[src/rtl/serial_subtractor_ctrl.sv]
// Bit-serial subtractor: A - B - Bin, one full-subtractor step per clock, LSB first.
// Optional signed-overflow output enabled by defining SERIAL_SUB_OVF_EN.
module serial_subtractor_ctrl #(
  parameter int WIDTH = 8
) (
  input  logic             clk,
  input  logic             rst_n,
  input  logic             start,
  input  logic [WIDTH-1:0] a_in,
  input  logic [WIDTH-1:0] b_in,
  input  logic             bin,
  output logic             ready,
  output logic             busy,
  output logic             done,
  output logic [WIDTH-1:0] diff,
  output logic             bout
`ifdef SERIAL_SUB_OVF_EN
  ,
  output logic             ovf
`endif
);

  localparam int CW = $clog2(WIDTH) + 1;

  typedef enum logic [1:0] {IDLE, RUN, DONE} state_t;

  state_t           state, state_nx;
  logic [WIDTH-1:0] a_sh, b_sh, res_sh, res_nx;
  logic [CW-1:0]    cnt;
  logic             borrow;
  logic             d_bit, bo_bit, last;

  function automatic logic fs_diff(input logic a, input logic b, input logic c);
    return a ^ b ^ c;
  endfunction

  function automatic logic fs_borrow(input logic a, input logic b, input logic c);
    return (~a & b) | (~(a ^ b) & c);
  endfunction

  always_comb begin
    d_bit  = fs_diff(a_sh[0], b_sh[0], borrow);
    bo_bit = fs_borrow(a_sh[0], b_sh[0], borrow);
    // New bit enters at the MSB; after WIDTH steps bit 0 has reached position 0.
    res_nx = (res_sh >> 1) | ({{(WIDTH-1){1'b0}}, d_bit} << (WIDTH-1));
    last   = (state == RUN) && (cnt == CW'(WIDTH-1));
  end

  always_comb begin
    state_nx = state;
    case (state)
      IDLE:    if (start) state_nx = RUN;
      RUN:     if (last)  state_nx = DONE;
      DONE:    state_nx = IDLE;
      default: state_nx = IDLE;
    endcase
  end

  always_ff @(posedge clk or negedge rst_n) begin
    if (!rst_n) state <= IDLE;
    else        state <= state_nx;
  end

  always_ff @(posedge clk or negedge rst_n) begin
    if (!rst_n) begin
      a_sh   <= '0;
      b_sh   <= '0;
      res_sh <= '0;
      borrow <= 1'b0;
      cnt    <= '0;
      diff   <= '0;
      bout   <= 1'b0;
`ifdef SERIAL_SUB_OVF_EN
      ovf    <= 1'b0;
`endif
    end else begin
      case (state)
        IDLE: begin
          if (start) begin
            a_sh   <= a_in;
            b_sh   <= b_in;
            borrow <= bin;
            cnt    <= '0;
          end
        end
        RUN: begin
          borrow <= bo_bit;
          a_sh   <= a_sh >> 1;
          b_sh   <= b_sh >> 1;
          res_sh <= res_nx;
          cnt    <= cnt + 1'b1;
          if (last) begin
            diff <= res_nx;
            bout <= bo_bit;
`ifdef SERIAL_SUB_OVF_EN
            // Signed overflow: borrow into the sign bit differs from borrow out of it.
            ovf  <= borrow ^ bo_bit;
`endif
          end
        end
        default: ;
      endcase
    end
  end

  assign ready = (state == IDLE);
  assign busy  = (state == RUN) || (state == DONE);
  assign done  = (state == DONE);

endmodule

[config.mk]
export PLATFORM = sky130hd
export DESIGN_NAME = serial_subtractor_ctrl
export DESIGN_NICKNAME = d
export VERILOG_FILES = /design/src/rtl/serial_subtractor_ctrl.sv
export SDC_FILE = /design/constraint.sdc
export NUM_CORES = 1
export LEC_CHECK = 0
export ABC_AREA = 0
export CAP_MARGIN = 20
export CORE_ASPECT_RATIO = 0.6
export CORE_UTILIZATION = 55
export DETAILED_ROUTE_END_ITERATION = 8
export HOLD_SLACK_MARGIN = 0.03
export PLACE_DENSITY = 0.83
export SYNTH_ARGS = -nofsm -noshare
export SYNTH_HDL_FRONTEND = slang
export SYNTH_SLANG_ARGS = --single-unit
[constraint.sdc]
create_clock -name clk -period 3.9 [get_ports clk]
set_input_delay 0.78 -clock clk [delete_from_list [all_inputs] [get_ports clk]]
set_output_delay 0.78 -clock clk [all_outputs]
set_load 0.005 [all_outputs]
**Yosys cells after proc, flatten, opt, wreduce, memory -nomap -nowiden**

Cells that the tools add are included.

- Register bits after elaboration: 40
- Input bits: 20
- Output and inout port bits: 12
- Word-level logic and storage cells: 40

- $add $sub $neg: 1
- Eq/ne operators: 5
- Muxes and demuxes: 11
- Bitwise operators: 8
- Reduce and logical (&&, ||, !) cells: 7

Operators by type and width:

| kind | number |
|---|---|
| 8-bit case mux with 2 select lines | 2 |
| 8-bit 2-to-1 mux | 2 |
| 7-bit by 8-bit OR with 8-bit output | 1 |
| 4-bit case mux with 2 select lines | 1 |
| 2-bit AND reduction | 3 |
| 4-bit by 1-bit adder with 4-bit output (second input constant) | 1 |
| 4-bit by 3-bit == test with 1-bit output (second input constant) | 1 |
| 2-bit 2-to-1 mux | 2 |
| 4-bit 2-to-1 mux | 1 |
| 2-bit != test (second input constant) | 2 |
| 2-bit case mux with 2 select lines | 1 |
| 1-bit AND | 2 |
| 2-bit by 1-bit == test with 1-bit output (second input constant) | 1 |
| 2-bit == test (second input constant) | 1 |
| 2-bit zero test | 1 |
| 1-bit inverter | 2 |
| 1-bit case mux with 2 select lines | 1 |
| 2-bit nonzero test | 1 |
| 1-bit bitwise XOR | 2 |
| 1-bit logical AND | 1 |
| 1-bit logical OR | 1 |
| 1-bit 2-to-1 mux | 1 |
| 1-bit OR | 1 |

**Longest topological paths before layout**

- Depth after elaboration: 5
- Gate-level depth with buffers: 8
- Depth with buffers taken out: 5

**Worst setup path after synthesis**

OpenSTA, ideal clock, no wires.

- Path kind: in2reg
- Start point: in start
- End point: reg cnt[3]
- Setup time: 69 ps
- Arrival: 1,421 ps
- Setup slack: 2,410 ps
- Cell stages on the path: 3
- Cells stage by stage: mux2i_1 -> or4b_1 -> nand3_1

- Longest elaborated chain between the ends: 2

RTL lines:

| what | line | source |
|---|---|---|
| start, declared | 8 | `input logic start,` |
| 2-bit != test (no source line) | -- |  |
| 2-bit AND reduction (no source line) | -- |  |
| end signal, assigned | 91 | `cnt <= cnt + 1'b1;` |
| end, declared | 29 | `logic [CW-1:0] cnt;` |

Every way passes these cells.
A chain may end at the register's enable or synchronous reset.

**Final worst setup path**

- Start point: reg state[0]
- End point: out ready

- Longest elaborated chain between the ends: 1

RTL lines:

| what | line | source |
|---|---|---|
| start, declared | 27 | `state_t state, state_nx;` |
| start signal, assigned | 61 | `else state <= state_nx;` |
| 2-bit zero test | 106 | `assign ready = (state == IDLE);` |
| end, declared | 12 | `output logic ready,` |

Every way passes these cells.

==> summary.md <==
| Metric | Value |
|---|---|
| Status | completed |
| Clk sinks | 39 |
| CORE AREA | 0.002947 mm^2 |
| Cell count after synthesis | 148 |
| Post-CTS Setup Bufs | 0 |
| Setup TNS | 0 ns |
| WL/cell | 14.92 um |
| Netlist Area Pre-Place | 0.001748 mm^2 |
| Mapped Nets | 173 |
| Largest net degree at the start of global routing | 40 |
| Num rows | 15 |
| Arr. time, crit path | 1.59 ns |
| Final Net Count | 205 |
| Slew HR | 41.71% |
| CTS Buffer Depth | 2 |
| #FFs+latches synth | 39 |
| Clock transition at path regs | 0.07 ns |
| Largest family of logic cells by synthesized area | multiplexers |
| Final Skew | 0.006358 ns |
| Vias in the first global route | 1,165 |
| Die width | 74.78 um |
| # Max-Cap Violations | 0 |
| Final non-filler cell total | 222 |
| Worst-path fanout max | 4 |
| Hold buffer count at cts | 0 |
| Ports | 32 |
| Antenna violations before repair | 0 |
| Critical path class | register to primary output |
| Iter 0 DRT Violations | 77 |
| Crit end category | primary output |
| Ys Warns | 0 |
| Hold Crit Class | register to register |
| RSZ-0062 raised after global routing | false |
| Final period utilization | 60.72% |
| Post-DRT Antenna Nets | 0 |
| Syn Area/Cell | 11.81 um^2 |
| Asr flop ratio synth | 100.0% |
| Clock Root Buffer | clkbuf_8 |
| Storage element area | 975.9 um^2 |
| Synthesized-area fraction occupied by and/or/nand/nor cells | 10.31% |
| Area share of the largest cell type after synthesis | 55.83% |
| Worst-Margin Slew | 0.8744 ns |
| Filler cell count | 214 |
| Commonest cells in the netlist | 39 x dfrtp_1, 22 x nand2_1, 19 x o21ai_0, 16 x mux2i_1, 15 x mux2_2 |
| Port Buffers | 31 |
| # setup viols final | 0 |
| Total grt overflow | 0 |
| Synth area leaders | dfrtp_1 56%, mux2_2 9.7%, mux2i_1 9.2% |
| XOR/XNOR share of the synthesized area | 0% |
| Post-CTS sizing | 0 |
| Sequential area share after synthesis | 55.83% |
| Clk_lat worst skew | 0.29 ns |
| Startpoint Class | register |
| Fin. max-slew vios | 0 |
| P per Cell Area | 758.3 mW/mm^2 |
| Period minus WS final | 2.368 ns |
| Post-synthesis mux area share | 18.83% |
| CTS tree | built |
| First-pass GRT wire length | 5333 um |
| Vias per cell | 5.284 |
| H-tree lvl count | 2 |
| Area Overhead vs Synth | 24.91% |
| Diode count | 0 |
| Count leader, synth | dfrtp_1 |
| HPWL Detailed | 2320 um |
| Gpl congestion | 0.7442 |
| Inserted Clock Buffers | 5 |
| Initial core utilization | 59.32% |
| Area of the multi-input gates | 709.4 um^2 |
| First-pass DRT Iterations | 4 |
| Peak supply drop | 0.0005026 V |
| Fin. Hold Viols | 0 |
| GRT Total Usage | 22.59% |
| Die Height | 45.67 um |
| Drt drc | 0 |
| Library cells used by synthesis | 22 |
| Post-synth EDFFs | 0 |
| Die area | 0.003415 mm^2 |
| Fmax | 0.4223 GHz |
| Synth Area in Adders | 4.009% |
| Largest area contributor in the netlist | dfrtp_1 |
| Critical path required time | 3.12 ns |
| Vias | 1,173 |
| Ys flop type | dfrtp_1 |
| Synth Area in Compound Gates | 7.230% |
| Total wire length | 3312 um |
| Static leakage | 0.001004 uW |
| Layout cells sized above 1 | 14.44% |
| DP Cell Count | 215 |
==> metal layers <==
metal	GRT usage (%)	routed length (um)
met1	29.09	1603
met2	35.68	1506
met3	6.416	144
met4	11.32	57
met5	0	0
==> path summary, 6_finish.rpt <==
path	endpoint	slack [ns]	startpoint	cells after the start
worst min register to register	b_sh[2]$_DFFE_PN0P_	0.49	b_sh[2]$_DFFE_PN0P_	2
worst min-delay path	b_sh[2]$_DFFE_PN0P_	0.49	b_sh[2]$_DFFE_PN0P_	2
worst max register to register	cnt[3]$_DFFE_PN0P_	1.56	state[1]$_DFFE_PN0P_	5
max in group asynchronous	b_sh[3]$_DFFE_PN0P_	2.75	rst_n	1
min in group asynchronous	a_sh[3]$_DFFE_PN0P_	0.60	rst_n	1
worst max-delay path	ready	1.53	state[0]$_DFFE_PN0P_	3
==> flip-flops by register name, indices dropped and copies added, names as in the netlist <==
register  cells
a_sh          8
borrow        1
res_sh        7
cnt           4
diff          8
bout          1
state         2
b_sh          8
==> final cells by class <==
type	instances	share of cell area, %
timing repair buffer	33	14.67
clock buffer	6	3.324
clock inverter	1	1.375
sequential	39	44.70
multi-input combinational	95	32.49
tap	42	2.407
inverter	6	1.032
==> per-stage QoR <==
stage	hold WS [ns]	utilization (%)	worst slack [ns]	cell area, um^2	power (uW)
2_1_floorplan	0.4495	-	2.410	1748	1115
3_3_place_gp	0.4622	70.62	1.506	2081	1285
3_5_place_dp	0.4739	70.62	1.434	2081	1339
4_1_cts	0.4906	74.10	1.526	2183	1663
5_1_grt	0.5086	74.10	1.412	2183	1769
6_report	0.4872	74.10	1.532	2183	1656
==> kinds of logic (layout without fill, tap and decap cells) <==
logic type	after synthesis	after routing
fa+ha+maj	5	5
flops	39	39
compound gates	23	23
buf+inv	14	46
mux	31	31
simple gates	36	36
==> power breakdown <==
group	leakage, uW	switching (uW)	internal (uW)
combinational	0.000455	306	333
sequential	0.000497	112	582
clock	0.0000513	135	187
total	0.00100	553	1100
==> critical path, stage by stage (launching register included) <==
cell,delay (ns)
dfrtp_1,0.40
inv_1,0.11
ha_1,0.26
clkdlybuf4s50_1,0.53
==> layout by cell type (no fill, tap or decap) <==
cell type        synthesis  routed
dfrtp_1                 39      39
clkdlybuf4s50_1          0      30
nand2_1                 22      22
o21ai_0                 19      19
mux2_2                  15      15
mux2i_1                 16      15
inv_1                    6       6
clkbuf_8                 0       5
nand2b_1                 4       4
nand3_1                  4       4
ha_1                     4       4
nand3b_1                 2       2
buf_4                    2       2
nand4b_2                 1       1
mux2i_2                  0       1
a22oi_1                  1       1
or4b_1                   1       1
nor2_1                   1       1
a21oi_1                  1       1
a311oi_1                 1       1
nand4b_1                 1       1
a32o_1                   1       1
fa_1                     1       1
bufinv_16                0       1
clkbuf_1                 1       1
buf_2                    5       1
Note: power is estimated with default switching activity, not from simulation.
